`config.mk`:
```
export PLATFORM = sky130hd
export DESIGN_NAME = disp7seg_scan
export DESIGN_NICKNAME = d
export VERILOG_FILES = /design/src/rtl/disp7seg_scan.sv
export SDC_FILE = /design/constraint.sdc
export NUM_CORES = 1
export LEC_CHECK = 0
export ABC_AREA = 1
export BUFFER_PORTS_ARGS = -buffer_cell sky130_fd_sc_hd__clkbuf_2
export CAP_MARGIN = 10
export CORE_AREA = 2 2 69 98
export CTS_BUF_LIST = sky130_fd_sc_hd__clkbuf_2 sky130_fd_sc_hd__clkbuf_4 sky130_fd_sc_hd__clkbuf_8
export DETAILED_ROUTE_END_ITERATION = 8
export DIE_AREA = 0 0 71 100
export GPL_TIMING_DRIVEN = 0
export SYNTH_ARGS = -nofsm -noshare
export SYNTH_HDL_FRONTEND = slang
export SYNTH_SLANG_ARGS = --single-unit
```
`constraint.sdc`:
```
create_clock -name clock -period 4.4 [get_ports clock]
set_clock_uncertainty 0.05 [all_clocks]
set_input_delay 0.88 -clock clock [delete_from_list [all_inputs] [get_ports clock]]
set_output_delay 0.88 -clock clock [all_outputs]
set_load 0.02 [all_outputs]
```
`src/rtl/disp7seg_scan.sv`:
```
// disp7seg_scan: time-multiplexed hex 7-segment driver with frame-boundary commit; optional DISP7SEG_LZB_EN enables leading-zero blanking
module disp7seg_scan #(
  parameter int NDIGITS    = 4,
  parameter bit ACTIVE_LOW = 1'b1
) (
  input  logic                   clock,
  input  logic                   reset,
  input  logic                   clocken,
  input  logic                   load,
  input  logic [4*NDIGITS-1:0]   data_in,
  input  logic [NDIGITS-1:0]     dp_in,
  output logic [NDIGITS-1:0]     an,
  output logic [6:0]             seg,
  output logic                   dp_out,
  output logic                   pending,
  output logic                   frame
);
  localparam int IW = $clog2(NDIGITS);
  localparam logic [IW-1:0] LAST = IW'(NDIGITS - 1);

  logic [IW-1:0]          idx_q, idx_d;
  logic [4*NDIGITS-1:0]   disp_q, disp_d, pend_q, pend_d;
  logic [NDIGITS-1:0]     disp_dp_q, disp_dp_d, pend_dp_q, pend_dp_d;
  logic                   pending_q, pending_d, frame_q, frame_d;
  logic [NDIGITS-1:0]     an_q, an_d;
  logic [6:0]             seg_q, seg_d;
  logic                   dp_q, dp_d;
  logic [NDIGITS-1:0]     lit_v;
  logic [3:0]             nib;
  logic                   show, commit;

  function automatic logic [6:0] hex7(input logic [3:0] h);
    case (h)
      4'h0: hex7 = 7'b0111111;
      4'h1: hex7 = 7'b0000110;
      4'h2: hex7 = 7'b1011011;
      4'h3: hex7 = 7'b1001111;
      4'h4: hex7 = 7'b1100110;
      4'h5: hex7 = 7'b1101101;
      4'h6: hex7 = 7'b1111101;
      4'h7: hex7 = 7'b0000111;
      4'h8: hex7 = 7'b1111111;
      4'h9: hex7 = 7'b1101111;
      4'hA: hex7 = 7'b1110111;
      4'hB: hex7 = 7'b1111100;
      4'hC: hex7 = 7'b0111001;
      4'hD: hex7 = 7'b1011110;
      4'hE: hex7 = 7'b1111001;
      default: hex7 = 7'b1110001;
    endcase
  endfunction

`ifdef DISP7SEG_LZB_EN
  logic lz_acc;
  // digit i stays lit once any nibble or dp at or above it is nonzero; digit 0 always lit
  always_comb begin
    lz_acc = 1'b0;
    lit_v = '0;
    for (int i = NDIGITS - 1; i >= 0; i--) begin
      lz_acc = lz_acc | (|disp_q[4*i +: 4]) | disp_dp_q[i];
      lit_v[i] = lz_acc | (i == 0);
    end
  end
`else
  assign lit_v = '1;
`endif

  assign nib    = disp_q[{idx_q, 2'b00} +: 4];
  assign show   = lit_v[idx_q];
  assign commit = clocken & (idx_q == LAST) & pending_q;

  // next state: scan advance, outputs for the strobed digit, pending buffer and commit
  always_comb begin
    idx_d     = clocken ? ((idx_q == LAST) ? '0 : idx_q + 1'b1) : idx_q;
    an_d      = clocken ? ((show ? (NDIGITS'(1) << idx_q) : '0) ^ {NDIGITS{ACTIVE_LOW}}) : an_q;
    seg_d     = clocken ? ((show ? hex7(nib) : 7'd0) ^ {7{ACTIVE_LOW}}) : seg_q;
    dp_d      = clocken ? ((show & disp_dp_q[idx_q]) ^ ACTIVE_LOW) : dp_q;
    disp_d    = commit ? pend_q : disp_q;
    disp_dp_d = commit ? pend_dp_q : disp_dp_q;
    pend_d    = load ? data_in : pend_q;
    pend_dp_d = load ? dp_in : pend_dp_q;
    pending_d = load | (pending_q & ~commit);
    frame_d   = commit;
  end

  // state and registered outputs with synchronous reset
  always_ff @(posedge clock) begin
    if (reset) begin
      idx_q     <= '0;
      disp_q    <= '0;
      disp_dp_q <= '0;
      pend_q    <= '0;
      pend_dp_q <= '0;
      pending_q <= 1'b0;
      frame_q   <= 1'b0;
      an_q      <= {NDIGITS{ACTIVE_LOW}};
      seg_q     <= {7{ACTIVE_LOW}};
      dp_q      <= ACTIVE_LOW;
    end else begin
      idx_q     <= idx_d;
      disp_q    <= disp_d;
      disp_dp_q <= disp_dp_d;
      pend_q    <= pend_d;
      pend_dp_q <= pend_dp_d;
      pending_q <= pending_d;
      frame_q   <= frame_d;
      an_q      <= an_d;
      seg_q     <= seg_d;
      dp_q      <= dp_d;
    end
  end

  assign an      = an_q;
  assign seg     = seg_q;
  assign dp_out  = dp_q;
  assign pending = pending_q;
  assign frame   = frame_q;
endmodule

```
==> impl_metrics.prom, run 1 <==
# TYPE chip_impl_metric gauge
chip_impl_info{name="run_status",value="finished clean"} 1
chip_impl_metric{name="die_area",unit="mm²"} 0.007100
chip_impl_metric{name="post_cts_sizing",unit=""} 0
chip_impl_metric{name="finalSetupTns",unit="ns"} 0
chip_impl_metric{name="layout_worst_path_cycle_share",unit="%"} 43.42
chip_impl_metric{name="post_synth_instance_area",unit="mm²"} 0.002435
chip_impl_metric{name="hold_violations",unit=""} 0
chip_impl_info{name="worstHoldPathType",value="reg -> reg"} 1
chip_impl_metric{name="slew_at_the_pin_closest_to_its_max_slew_limit",unit="ns"} 0.4390
chip_impl_metric{name="power.density",unit="mW/mm²"} 358.2
chip_impl_metric{name="peakVddDrop",unit="µV"} 168.3
chip_impl_metric{name="worstRegToRegCells",unit=""} 14
chip_impl_metric{name="path_clk_slew",unit="ns"} 0.10
chip_impl_metric{name="detailed_place_hpwl",unit="µm"} 3764
chip_impl_metric{name="area_delta_synth_final",unit="%"} 15.16
chip_impl_metric{name="syn_avg_cell_area",unit="µm²"} 7.585
chip_impl_metric{name="antenna_fix_cells",unit=""} 0
chip_impl_metric{name="cp_data_arrival_time",unit="ns"} 2.08
chip_impl_info{name="mostFrequentLayoutCell",value="sky130_fd_sc_hd__dfxtp_1"} 1
chip_impl_metric{name="post_synth_num_cell_types",unit=""} 20
chip_impl_metric{name="min_period",unit="ns"} 1.911
chip_impl_metric{name="num-nets-final",unit=""} 398
chip_impl_metric{name="total_leakage_power",unit="nW"} 1.224
chip_impl_metric{name="grt_usage",unit="%"} 14.76
chip_impl_metric{name="postLayoutSetupSlackWorst",unit="ns"} 2.490
chip_impl_metric{name="die_height",unit="µm"} 100
chip_impl_metric{name="timing.reg2reg.setup_slack",unit="ns"} 2.49
chip_impl_metric{name="starting_density_of_the_core",unit="%"} 38.34
chip_impl_metric{name="place_worst_setup_slack",unit="ns"} 2.451
chip_impl_metric{name="grt_first_pass_wirelength",unit="µm"} 8583
chip_impl_metric{name="clock_path_buffers",unit=""} 2
chip_impl_metric{name="placed_cells_incl_taps",unit=""} 431
chip_impl_metric{name="ys_seq_elements",unit=""} 56
chip_impl_metric{name="cts.repair_timing.setup_buffer_count",unit=""} 0
chip_impl_metric{name="global_route.overflow_total",unit=""} 0
chip_impl_metric{name="cts_hold_buf",unit=""} 0
chip_impl_info{name="start_to_end_type_of_the_worst_setup_path",value="reg -> reg"} 1
chip_impl_metric{name="grt_antenna_before_repair",unit=""} 0
chip_impl_metric{name="boundaryPins",unit=""} 38
chip_impl_metric{name="report.power.total",unit="mW"} 1.004
chip_impl_metric{name="tritoncts.num_buffers",unit=""} 5
chip_impl_metric{name="critPathMaxFanout",unit=""} 11
chip_impl_info{name="cts_tree",value="done"} 1
chip_impl_metric{name="cts_sinks",unit=""} 56
chip_impl_metric{name="drt_first_iter_violations",unit=""} 42
chip_impl_metric{name="yosys_warnings",unit=""} 0
chip_impl_info{name="root_buffer",value="sky130_fd_sc_hd__clkbuf_8"} 1
chip_impl_metric{name="clk-insertion-delay-late",unit="ns"} 0.31
chip_impl_metric{name="finish.cell_count_without_fillers",unit=""} 439
chip_impl_info{name="worstSetupEndpoint",value="seg[0]$_SDFFE_PP1P_"} 1
chip_impl_metric{name="drt-wirelength-per-cell",unit="µm"} 11.03
chip_impl_metric{name="finalSetupViolCount",unit=""} 0
chip_impl_metric{name="maxClockFrequency",unit="MHz"} 523.4
chip_impl_metric{name="worst_slew_margin_rel",unit="%"} 70.69
chip_impl_metric{name="final_core_utilization",unit="%"} 44.16
chip_impl_metric{name="fraction_of_layout_instances_using_a_drive_strength_above_1",unit="%"} 16.44
chip_impl_metric{name="number_of_global_route_vias_before_repair",unit=""} 1975
chip_impl_metric{name="gp_congestion",unit=""} 0.7992
chip_impl_metric{name="total_routed_length",unit="µm"} 4841
chip_impl_metric{name="num_vias",unit=""} 2074
chip_impl_metric{name="final_area",unit="mm²"} 0.002804
chip_impl_metric{name="core_area",unit="mm²"} 0.006350
chip_impl_metric{name="detail_route.first_pass.iterations",unit=""} 4
chip_impl_info{name="grt_setup_unrepaired",value="false"} 1
chip_impl_metric{name="syn_nets",unit=""} 355
chip_impl_info{name="most-common-layout-cells",value="sky130_fd_sc_hd__dfxtp_1, sky130_fd_sc_hd__o21ai_0, sky130_fd_sc_hd__nand2_1, sky130_fd_sc_hd__nor2_1, sky130_fd_sc_hd__a21oi_1"} 1
chip_impl_metric{name="floorplan.die.width",unit="µm"} 71
chip_impl_metric{name="grt_max_degree",unit=""} 18
chip_impl_metric{name="cap_viol_max_count",unit=""} 0
chip_impl_metric{name="post_dp_cell_area",unit="mm²"} 0.002708
chip_impl_info{name="critical_path.reg2reg.startpoint",value="idx_q[0]$_SDFFE_PP0P_"} 1
chip_impl_metric{name="rows",unit=""} 35
chip_impl_metric{name="worst_hold_slack",unit="ns"} 0.3994
chip_impl_metric{name="number_of_nets_with_antenna_violations_after_routing",unit=""} 0
chip_impl_metric{name="route.detailed.vias_per_inst",unit=""} 4.724
chip_impl_metric{name="synth-seq-area-share",unit="%"} 46.04
chip_impl_metric{name="maxSlewViolCount",unit=""} 0
chip_impl_metric{name="htree_num_levels",unit=""} 2
chip_impl_metric{name="worst-endpoint-required",unit="ns"} 4.57
chip_impl_info{name="worst_setup_path_end_kind",value="register"} 1
chip_impl_metric{name="drc",unit=""} 0
chip_impl_info{name="critPathLaunchType",value="register"} 1
chip_impl_info{name="regToRegEndpoint",value="seg[0]$_SDFFE_PP1P_"} 1
chip_impl_metric{name="placement.io_buffers",unit=""} 36
chip_impl_metric{name="syn_inst",unit=""} 321
chip_impl_info{name="worstSetupStartpoint",value="idx_q[0]$_SDFFE_PP0P_"} 1
[sequential cells by signal, indices dropped and copies added (netlist names)]
signal / cells
seg: 7
pend_dp_q: 4
disp_dp_q: 4
idx_q: 2
frame: 1
dp_out: 1
pend_q: 16
pending: 1
disp_q: 16
an: 4
[worst min-delay path by stage]
| stage | startpoint | end | depth (start not counted) |
|---|---|---|---|
| 2_1_floorplan | disp_dp_q[1]$_SDFFE_PP0P_ | disp_dp_q[1]$_SDFFE_PP0P_ | 2 |
| 3_3_place_gp | disp_dp_q[2]$_SDFFE_PP0P_ | disp_dp_q[2]$_SDFFE_PP0P_ | 2 |
| 3_5_place_dp | disp_q[5]$_SDFFE_PP0P_ | disp_q[5]$_SDFFE_PP0P_ | 2 |
| 4_1_cts | disp_q[5]$_SDFFE_PP0P_ | disp_q[5]$_SDFFE_PP0P_ | 2 |
| 5_1_grt | disp_q[12]$_SDFFE_PP0P_ | disp_q[12]$_SDFFE_PP0P_ | 2 |
| 6_report | disp_q[1]$_SDFFE_PP0P_ | disp_q[1]$_SDFFE_PP0P_ | 2 |
[synthesized netlist by cell type]
cell	number	area, µm²
sky130_fd_sc_hd__nor2_1	42	157.7
sky130_fd_sc_hd__a21oi_1	38	190.2
sky130_fd_sc_hd__nand2_4	3	33.78
sky130_fd_sc_hd__buf_2	1	5.000
sky130_fd_sc_hd__ha_1	10	125.1
sky130_fd_sc_hd__inv_6	1	8.760
sky130_fd_sc_hd__o21ai_0	48	240.2
sky130_fd_sc_hd__clkbuf_1	14	52.55
sky130_fd_sc_hd__inv_2	2	7.510
sky130_fd_sc_hd__inv_1	28	105.1
sky130_fd_sc_hd__nand2_1	45	168.9
sky130_fd_sc_hd__nand3_4	2	35.03
sky130_fd_sc_hd__dfxtp_1	56	1121
sky130_fd_sc_hd__inv_4	2	12.51
sky130_fd_sc_hd__buf_6	3	33.78
sky130_fd_sc_hd__nand3b_1	1	7.510
sky130_fd_sc_hd__o21ai_1	1	5.000
sky130_fd_sc_hd__nand2_2	2	12.51
sky130_fd_sc_hd__o211ai_1	1	7.510
sky130_fd_sc_hd__nand3_1	21	105.1
[critical path: stages, from the launching register on]
cell                      delay (ns)
sky130_fd_sc_hd__dfxtp_1        0.39
sky130_fd_sc_hd__buf_6          0.17
sky130_fd_sc_hd__inv_6          0.05
sky130_fd_sc_hd__buf_6          0.14
sky130_fd_sc_hd__nand2_1        0.05
sky130_fd_sc_hd__nand3_1        0.07
sky130_fd_sc_hd__nand2_2        0.17
sky130_fd_sc_hd__inv_2          0.07
sky130_fd_sc_hd__ha_1           0.24
sky130_fd_sc_hd__inv_1          0.08
sky130_fd_sc_hd__nand3_1        0.10
sky130_fd_sc_hd__nand3_1        0.10
sky130_fd_sc_hd__nand2_1        0.05
sky130_fd_sc_hd__nand2_1        0.05
sky130_fd_sc_hd__nand2_1        0.04
[cell type report]
| cell class | instances | area (µm²) |
|---|---|---|
| clock buffer | 6 | 82.58 |
| timing repair buffer | 36 | 180.2 |
| sequential | 56 | 1121 |
| inverter | 33 | 133.9 |
| multi-input combinational | 214 | 1089 |
| fill | 691 | 3546 |
| clock inverter | 2 | 13.76 |
| tap | 74 | 92.59 |
| buffer | 18 | 91.34 |
[per-layer routing]
metal,global-route usage (%),wire length (µm)
met4,5.660,87
met1,16.63,2147
met2,27.39,2475
met3,2.410,130
met5,0,0
[kinds of logic after synthesis]
family                   count (synthesis)  synth area share [%]
AO/OA/AOI/OAI                           88                 18.19
flip-flops                              56                 46.04
buffers and inverters                   51                 9.249
adder cells (fa/ha/maj)                 10                 5.139
AND/OR/NAND/NOR                        116                 21.38
[where the power goes]
| group | switching (mW) | internal [mW] |
|---|---|---|
| sequential | 0.0151 | 0.534 |
| clock | 0.168 | 0.129 |
| combinational | 0.0988 | 0.0592 |
| total | 0.282 | 0.722 |
(Power assumes the default switching activity.)
==> run 2: changes to the inputs <==
==> constraint.sdc (replaced) <==
create_clock -name clock -period 1.6 [get_ports clock]
set_clock_uncertainty 0.05 [all_clocks]
set_input_delay 0.32 -clock clock [delete_from_list [all_inputs] [get_ports clock]]
set_output_delay 0.32 -clock clock [all_outputs]
set_load 0.02 [all_outputs]
==> impl_metrics.prom, run 2 (synthesized netlist as in run 1, its figures left out) <==
# TYPE chip_impl_metric gauge
chip_impl_metric{name="htree_num_levels",unit=""} 2
chip_impl_info{name="root_buffer",value="sky130_fd_sc_hd__clkbuf_8"} 1
chip_impl_metric{name="cp_data_arrival_time",unit="ns"} 1.77
chip_impl_info{name="grt_setup_unrepaired",value="true"} 1
chip_impl_metric{name="postLayoutSetupSlackWorst",unit="ns"} -0.01091
chip_impl_info{name="start_to_end_type_of_the_worst_setup_path",value="reg -> reg"} 1
chip_impl_metric{name="number_of_nets_with_antenna_violations_after_routing",unit=""} 0
chip_impl_metric{name="cts_sinks",unit=""} 56
chip_impl_metric{name="tritoncts.num_buffers",unit=""} 5
chip_impl_metric{name="use_met2",unit="%"} 28.47
chip_impl_metric{name="final_core_utilization",unit="%"} 48.59
chip_impl_metric{name="power_frac_clock",unit="%"} 31.8
chip_impl_metric{name="gr-usage-met1",unit="%"} 17.89
chip_impl_metric{name="power.density",unit="mW/mm²"} 974.1
chip_impl_metric{name="clk-insertion-delay-late",unit="ns"} 0.31
chip_impl_metric{name="worstRegToRegCells",unit=""} 13
chip_impl_metric{name="detailed_place_hpwl",unit="µm"} 3777
chip_impl_metric{name="clock_path_buffers",unit=""} 2
chip_impl_metric{name="core_area",unit="mm²"} 0.006350
chip_impl_metric{name="cap_viol_max_count",unit=""} 0
chip_impl_metric{name="total_leakage_power",unit="nW"} 1.353
chip_impl_metric{name="die_height",unit="µm"} 100
chip_impl_metric{name="place_worst_setup_slack",unit="ns"} -0.2415
chip_impl_metric{name="use_met3",unit="%"} 2.510
chip_impl_metric{name="route.detailed.vias_per_inst",unit=""} 4.781
chip_impl_info{name="failed_checks",value="setup timing"} 1
chip_impl_info{name="worst_setup_path_end_kind",value="register"} 1
chip_impl_metric{name="layout_worst_path_cycle_share",unit="%"} 100.7
chip_impl_metric{name="starting_density_of_the_core",unit="%"} 38.34
chip_impl_metric{name="internal_power",unit="mW"} 2.175
chip_impl_metric{name="global_route.overflow_total",unit=""} 0
chip_impl_metric{name="worst_hold_slack",unit="ns"} 0.1706
chip_impl_metric{name="area_delta_synth_final",unit="%"} 26.72
chip_impl_info{name="grt_most_used_layer",value="met2"} 1
chip_impl_metric{name="worst_slew_margin_rel",unit="%"} 68.22
chip_impl_metric{name="p_sw_share",unit="%"} 27.63
chip_impl_metric{name="report.power.total",unit="mW"} 3.006
chip_impl_metric{name="hold_path_depth",unit=""} 3
chip_impl_metric{name="worst-endpoint-required",unit="ns"} 1.76
chip_impl_metric{name="total_routed_length",unit="µm"} 5279
chip_impl_info{name="hp-start",value="data_in[8]"} 1
chip_impl_metric{name="grt_antenna_before_repair",unit=""} 0
chip_impl_metric{name="timing.reg2reg.setup_slack",unit="ns"} -0.01
chip_impl_metric{name="drc",unit=""} 0
chip_impl_info{name="worstHoldPathType",value="in -> reg"} 1
chip_impl_metric{name="min_period",unit="ns"} 1.611
chip_impl_metric{name="drt-wirelength-per-cell",unit="µm"} 11.78
chip_impl_metric{name="critPathMaxFanout",unit=""} 5
chip_impl_metric{name="p_comb_share",unit="%"} 17.8
chip_impl_metric{name="fraction_of_layout_instances_using_a_drive_strength_above_1",unit="%"} 27.01
chip_impl_metric{name="floorplan.die.width",unit="µm"} 71
chip_impl_metric{name="gp_congestion",unit=""} 0.8525
chip_impl_metric{name="rows",unit=""} 35
chip_impl_metric{name="placement.io_buffers",unit=""} 36
chip_impl_metric{name="maxSlewViolCount",unit=""} 0
chip_impl_metric{name="pwr-share-seq",unit="%"} 50.4
chip_impl_metric{name="number_of_global_route_vias_before_repair",unit=""} 2050
chip_impl_metric{name="cts_hold_buf",unit=""} 0
chip_impl_metric{name="antenna_fix_cells",unit=""} 0
chip_impl_metric{name="path_clk_slew",unit="ns"} 0.10
chip_impl_metric{name="maxClockFrequency",unit="MHz"} 620.8
chip_impl_info{name="cts_tree",value="done"} 1
chip_impl_info{name="most-common-layout-cells",value="sky130_fd_sc_hd__dfxtp_1, sky130_fd_sc_hd__o21ai_0, sky130_fd_sc_hd__nor2_1, sky130_fd_sc_hd__clkbuf_2, sky130_fd_sc_hd__a21oi_1"} 1
chip_impl_metric{name="hold_violations",unit=""} 0
chip_impl_metric{name="boundaryPins",unit=""} 38
chip_impl_metric{name="p_sw",unit="mW"} 0.8305
chip_impl_metric{name="slew_at_the_pin_closest_to_its_max_slew_limit",unit="ns"} 0.4767
chip_impl_metric{name="num-nets-final",unit=""} 407
chip_impl_metric{name="grt_usage",unit="%"} 15.74
chip_impl_info{name="regToRegEndpoint",value="seg[0]$_SDFFE_PP1P_"} 1
chip_impl_metric{name="grt_first_pass_wirelength",unit="µm"} 9121
chip_impl_info{name="mostFrequentLayoutCell",value="sky130_fd_sc_hd__dfxtp_1"} 1
chip_impl_metric{name="drt_first_iter_violations",unit=""} 66
chip_impl_metric{name="num_vias",unit=""} 2142
chip_impl_metric{name="finalSetupViolCount",unit=""} 1
chip_impl_info{name="holdPathEnd",value="pend_q[8]$_SDFFE_PP0P_"} 1
chip_impl_metric{name="die_area",unit="mm²"} 0.007100
chip_impl_info{name="critPathLaunchType",value="register"} 1
chip_impl_metric{name="detail_route.first_pass.iterations",unit=""} 6
chip_impl_info{name="critical_path.reg2reg.startpoint",value="idx_q[0]$_SDFFE_PP0P_"} 1
chip_impl_info{name="run_status",value="finished, violations left"} 1
chip_impl_metric{name="grt_max_degree",unit=""} 18
chip_impl_metric{name="peakVddDrop",unit="µV"} 594.5
## run 2: what timing repair did
item | in CTS | in global routing
pin swaps | 10 | 14
buffers inserted | 8 | 2
resized for setup | 23 | 28
cloned | 0 | 0
endpoints found under the setup margin | 28 | 27
## run 2: how the worst max path moves through the flow
stage	from	endpoint	slack, ns	cells after the start
floorplan	idx_q[0]$_SDFFE_PP0P_	seg[3]$_SDFFE_PP1P_	-0.02	12
global route	idx_q[0]$_SDFFE_PP0P_	seg[0]$_SDFFE_PP1P_	-0.10	13
detailed placement	idx_q[0]$_SDFFE_PP0P_	seg[3]$_SDFFE_PP1P_	-0.24	12
finish	idx_q[0]$_SDFFE_PP0P_	seg[0]$_SDFFE_PP1P_	-0.01	13
CTS	idx_q[0]$_SDFFE_PP0P_	seg[0]$_SDFFE_PP1P_	-0.007	13
global placement	idx_q[0]$_SDFFE_PP0P_	seg[3]$_SDFFE_PP1P_	-0.21	12
## run 2: critical path: stages, from the launching register on
cell and delay (ns):
sky130_fd_sc_hd__dfxtp_2 0.35, sky130_fd_sc_hd__buf_8 0.14, sky130_fd_sc_hd__buf_8 0.13, sky130_fd_sc_hd__nand2_4 0.06, sky130_fd_sc_hd__nand3_4 0.06, sky130_fd_sc_hd__nand2_4 0.12, sky130_fd_sc_hd__inv_4 0.06, sky130_fd_sc_hd__ha_4 0.17
sky130_fd_sc_hd__inv_2 0.06, sky130_fd_sc_hd__nand3_2 0.09, sky130_fd_sc_hd__nand3_2 0.08, sky130_fd_sc_hd__nand2_2 0.05, sky130_fd_sc_hd__nand2_1 0.05, sky130_fd_sc_hd__nand2_1 0.04
## run 2: metal layers
layer	up-vias	wire length [µm]
li1	1136	-
met1	949	2220
met2	42	2716
met3	15	160
met4	0	181
met5	-	0
## run 2: through the flow
| stage | setup TNS (ns) | area (µm²) | std cells |
|---|---|---|---|
| after floorplan | -0.02778 | 2449 | 321 |
| final | -0.01091 | 3085 | 448 |
| after CTS | -0.007165 | 2973 | 446 |
| after global placement | -3.129 | 2721 | 431 |
| after detailed placement | -3.907 | 2721 | 431 |
| after global routing | -0.4540 | 3085 | 448 |
## run 2: power groups by stage
stage	Clock [mW]	Combinational [mW]	Sequential (mW)
after floorplan	0	0.288	1.57
after global placement	0	0.441	1.54
after detailed placement	0	0.447	1.54
after CTS	0.977	0.499	1.51
after global routing	1.02	0.604	1.52
final	0.956	0.536	1.51
## run 2: final cells by class
type	instances	area, µm²
Fill cell	656	3264
Inverter	33	146.4
Clock buffer	6	76.32
Timing Repair Buffer	46	266.5
Clock inverter	2	38.79
Multi-Input combinational cell	214	1250
Buffer	17	88.84
Sequential cell	56	1126
Tap cell	74	92.59
==> run 3: changes to the inputs <==
--- a/config.mk
+++ b/config.mk
@@ -13,6 +13,7 @@
 export DETAILED_ROUTE_END_ITERATION = 8
 export DIE_AREA = 0 0 71 100
 export GPL_TIMING_DRIVEN = 0
+export REMOVE_ABC_BUFFERS = 1
 export SYNTH_ARGS = -nofsm -noshare
 export SYNTH_HDL_FRONTEND = slang
 export SYNTH_SLANG_ARGS = --single-unit
==> impl_metrics.prom, run 3 (synthesized netlist as in run 1, its figures left out) <==
# TYPE chip_impl_metric gauge
chip_impl_metric{name="n_fill_cell",unit=""} 679
chip_impl_info{name="critPathLaunchType",value="register"} 1
chip_impl_metric{name="maxClockFrequency",unit="MHz"} 648.0
chip_impl_metric{name="min_period",unit="ns"} 1.543
chip_impl_metric{name="starting_density_of_the_core",unit="%"} 38.34
chip_impl_info{name="worstSetupStartpoint",value="idx_q[0]$_SDFFE_PP0P_"} 1
chip_impl_metric{name="finalSetupViolCount",unit=""} 0
chip_impl_metric{name="maxSlewViolCount",unit=""} 0
chip_impl_metric{name="drc",unit=""} 0
chip_impl_metric{name="internal_power",unit="mW"} 2.150
chip_impl_info{name="crit_path_top_delay_cell",value="sky130_fd_sc_hd__dfxtp_4"} 1
chip_impl_metric{name="layout_worst_path_cycle_share",unit="%"} 96.45
chip_impl_info{name="worstHoldPathType",value="in -> reg"} 1
chip_impl_metric{name="cap_viol_max_count",unit=""} 0
chip_impl_info{name="run_status",value="finished clean"} 1
chip_impl_metric{name="met2WireLength",unit="µm"} 2555
chip_impl_metric{name="route.detailed.vias_per_inst",unit=""} 4.899
chip_impl_metric{name="boundaryPins",unit=""} 38
chip_impl_metric{name="detail_route.first_pass.iterations",unit=""} 4
chip_impl_metric{name="clk-insertion-delay-late",unit="ns"} 0.30
chip_impl_metric{name="drt_first_iter_violations",unit=""} 81
chip_impl_metric{name="fraction_of_layout_instances_using_a_drive_strength_above_1",unit="%"} 24.86
chip_impl_metric{name="rows",unit=""} 35
chip_impl_metric{name="worst-endpoint-required",unit="ns"} 1.75
chip_impl_info{name="top_layer",value="met4"} 1
chip_impl_metric{name="timing.reg2reg.setup_slack",unit="ns"} 0.06
chip_impl_metric{name="placed_cells_incl_taps",unit=""} 415
chip_impl_metric{name="floorplan.die.width",unit="µm"} 71
chip_impl_metric{name="number_of_nets_with_antenna_violations_after_routing",unit=""} 0
chip_impl_metric{name="hold_violations",unit=""} 0
chip_impl_metric{name="tritoncts.num_buffers",unit=""} 5
chip_impl_metric{name="wl_met3",unit="µm"} 132
chip_impl_metric{name="path_clk_slew",unit="ns"} 0.09
chip_impl_info{name="critical_path.reg2reg.startpoint",value="idx_q[0]$_SDFFE_PP0P_"} 1
chip_impl_metric{name="placement.io_buffers",unit=""} 37
chip_impl_metric{name="critPathBufInv",unit=""} 1
chip_impl_info{name="dominant_delay_contributor_by_cell_family_on_the_critical_path",value="simple AND/OR/NAND/NOR gates"} 1
chip_impl_metric{name="core_area",unit="mm²"} 0.006350
chip_impl_metric{name="finalSetupTns",unit="ns"} 0
chip_impl_metric{name="antenna_fix_cells",unit=""} 0
chip_impl_metric{name="critPathMaxFanout",unit=""} 6
chip_impl_metric{name="num-nets-final",unit=""} 395
chip_impl_metric{name="worst_slew_margin_rel",unit="%"} 57.41
chip_impl_metric{name="drt-wirelength-per-cell",unit="µm"} 10.97
chip_impl_metric{name="postLayoutSetupSlackWorst",unit="ns"} 0.05685
chip_impl_metric{name="slew_at_the_pin_closest_to_its_max_slew_limit",unit="ns"} 0.6381
chip_impl_metric{name="cts_hold_buf",unit=""} 0
chip_impl_info{name="start_to_end_type_of_the_worst_setup_path",value="reg -> reg"} 1
chip_impl_metric{name="grt_antenna_before_repair",unit=""} 0
chip_impl_metric{name="cp_data_arrival_time",unit="ns"} 1.70
chip_impl_metric{name="place_worst_setup_slack",unit="ns"} -0.5049
chip_impl_info{name="root_buffer",value="sky130_fd_sc_hd__clkbuf_8"} 1
chip_impl_info{name="most-common-layout-cells",value="sky130_fd_sc_hd__dfxtp_1, sky130_fd_sc_hd__o21ai_0, sky130_fd_sc_hd__nand2_1, sky130_fd_sc_hd__nor2_1, sky130_fd_sc_hd__a21oi_1"} 1
chip_impl_metric{name="worst_hold_slack",unit="ns"} 0.1908
chip_impl_info{name="worstPathCellList",value="nand2_1 > nand3_2 > nand2_4 > buf_6 > ha_4 > nand3b_1 > nand3_1 > nand3_1 > nand2_1"} 1
chip_impl_info{name="grt_setup_unrepaired",value="true"} 1
chip_impl_metric{name="num_vias",unit=""} 2136
chip_impl_metric{name="grt_first_pass_wirelength",unit="µm"} 8487
chip_impl_metric{name="p_sw_share",unit="%"} 26.23
chip_impl_info{name="mostFrequentLayoutCell",value="sky130_fd_sc_hd__dfxtp_1"} 1
chip_impl_metric{name="cts_sinks",unit=""} 56
chip_impl_metric{name="p_sw",unit="mW"} 0.7644
chip_impl_metric{name="post_dp_cell_area",unit="mm²"} 0.002649
chip_impl_metric{name="power.density",unit="mW/mm²"} 979.0
chip_impl_metric{name="cp_slowest_stage_delay",unit="ns"} 0.44
chip_impl_metric{name="gp_congestion",unit=""} 0.7823
chip_impl_metric{name="area_delta_synth_final",unit="%"} 22.25
chip_impl_metric{name="global_route.overflow_total",unit=""} 0
chip_impl_metric{name="grt_usage",unit="%"} 14.33
chip_impl_metric{name="die_area",unit="mm²"} 0.007100
chip_impl_metric{name="die_height",unit="µm"} 100
chip_impl_metric{name="detail_route.wirelength.met1",unit="µm"} 2019
chip_impl_metric{name="peakVddDrop",unit="µV"} 507.1
chip_impl_metric{name="p_comb_share",unit="%"} 17.0
chip_impl_info{name="hp-start",value="data_in[2]"} 1
chip_impl_metric{name="final_area",unit="mm²"} 0.002977
chip_impl_metric{name="clock_path_buffers",unit=""} 2
chip_impl_info{name="cts_tree",value="done"} 1
chip_impl_metric{name="power_frac_clock",unit="%"} 31.1
chip_impl_metric{name="finish.cell_count_without_fillers",unit=""} 436
chip_impl_info{name="worst_setup_path_end_kind",value="register"} 1
chip_impl_metric{name="detailed_place_hpwl",unit="µm"} 3243
chip_impl_metric{name="grt_max_degree",unit=""} 44
chip_impl_metric{name="number_of_global_route_vias_before_repair",unit=""} 2005
chip_impl_metric{name="pwr-share-seq",unit="%"} 51.9
chip_impl_metric{name="htree_num_levels",unit=""} 2
chip_impl_metric{name="total_leakage_power",unit="nW"} 1.293
chip_impl_metric{name="total_routed_length",unit="µm"} 4785
[run 3: changes by cell type in the layout (fill, tap and decap cells not counted), moves of 2 or more]
cell / change
sky130_fd_sc_hd__nand2_2: -5
sky130_fd_sc_hd__nand2_1: +8
sky130_fd_sc_hd__buf_4: +3
sky130_fd_sc_hd__buf_2: -2
sky130_fd_sc_hd__nand2_4: -2
sky130_fd_sc_hd__buf_8: -2
sky130_fd_sc_hd__clkbuf_1: -10
sky130_fd_sc_hd__clkbuf_2: -2
sky130_fd_sc_hd__nand3_1: +2
[run 3: power groups by stage]
stage / combinational (mW) / sequential [mW] / clock, mW
after CTS: 0.446 / 1.52 / 0.934
final: 0.495 / 1.51 / 0.906
after global placement: 0.408 / 1.55 / 0
after global routing: 0.567 / 1.52 / 0.984
after floorplan: 0.250 / 1.58 / 0
after detailed placement: 0.414 / 1.55 / 0
[run 3: worst paths after layout]
kind / end / cells after the start
hold reg to reg: disp_dp_q[1]$_SDFFE_PP0P_ / 2
hold / removal: pend_q[2]$_SDFFE_PP0P_ / 3
setup reg to reg: seg[3]$_SDFFE_PP1P_ / 9
setup / recovery: seg[3]$_SDFFE_PP1P_ / 9
[run 3: area by class of cell]
class                      count  area (µm²)  share of cell area, %
multi-input combinational    214        1179                  39.60
clock buffer                   6       76.32                  2.564
tap                           74       92.59                  3.111
inverter                      33       147.6                  4.960
timing repair buffer          51       317.8                  10.68
clock inverter                 2       35.03                  1.177
sequential                    56        1129                  37.92
[run 3: worst min-delay path: cells and delay by family]
| kind | cells | cell delay, ns |
|---|---|---|
| buffers and inverters | 1 | 0.07 |
| AND/OR/NAND/NOR | 2 | 0.11 |
[run 3: timing repair]
| item | CTS | global route |
|---|---|---|
| resized for setup | 12 | 20 |
| buffers inserted | 6 | 7 |
| pin swaps | 2 | 7 |
| setup endpoints to repair | 29 | 44 |
| gates cloned | 0 | 0 |
[run 3: routing by layer]
metal | up-vias | GRT usage (%)
li1 | 1115 | -
met1 | 984 | 15.60
met2 | 31 | 27.75
met3 | 6 | 2.610
met4 | 0 | 4.064
met5 | - | 0
[run 3: per-stage QoR]
stage / power [mW] / utilization [%]
3_3_place_gp: 1.956 / 41.28
6_report: 2.914 / 46.88
4_1_cts: 2.898 / 44.63
5_1_grt: 3.074 / 46.88
3_5_place_dp: 1.967 / 41.71
2_1_floorplan: 1.826 / -
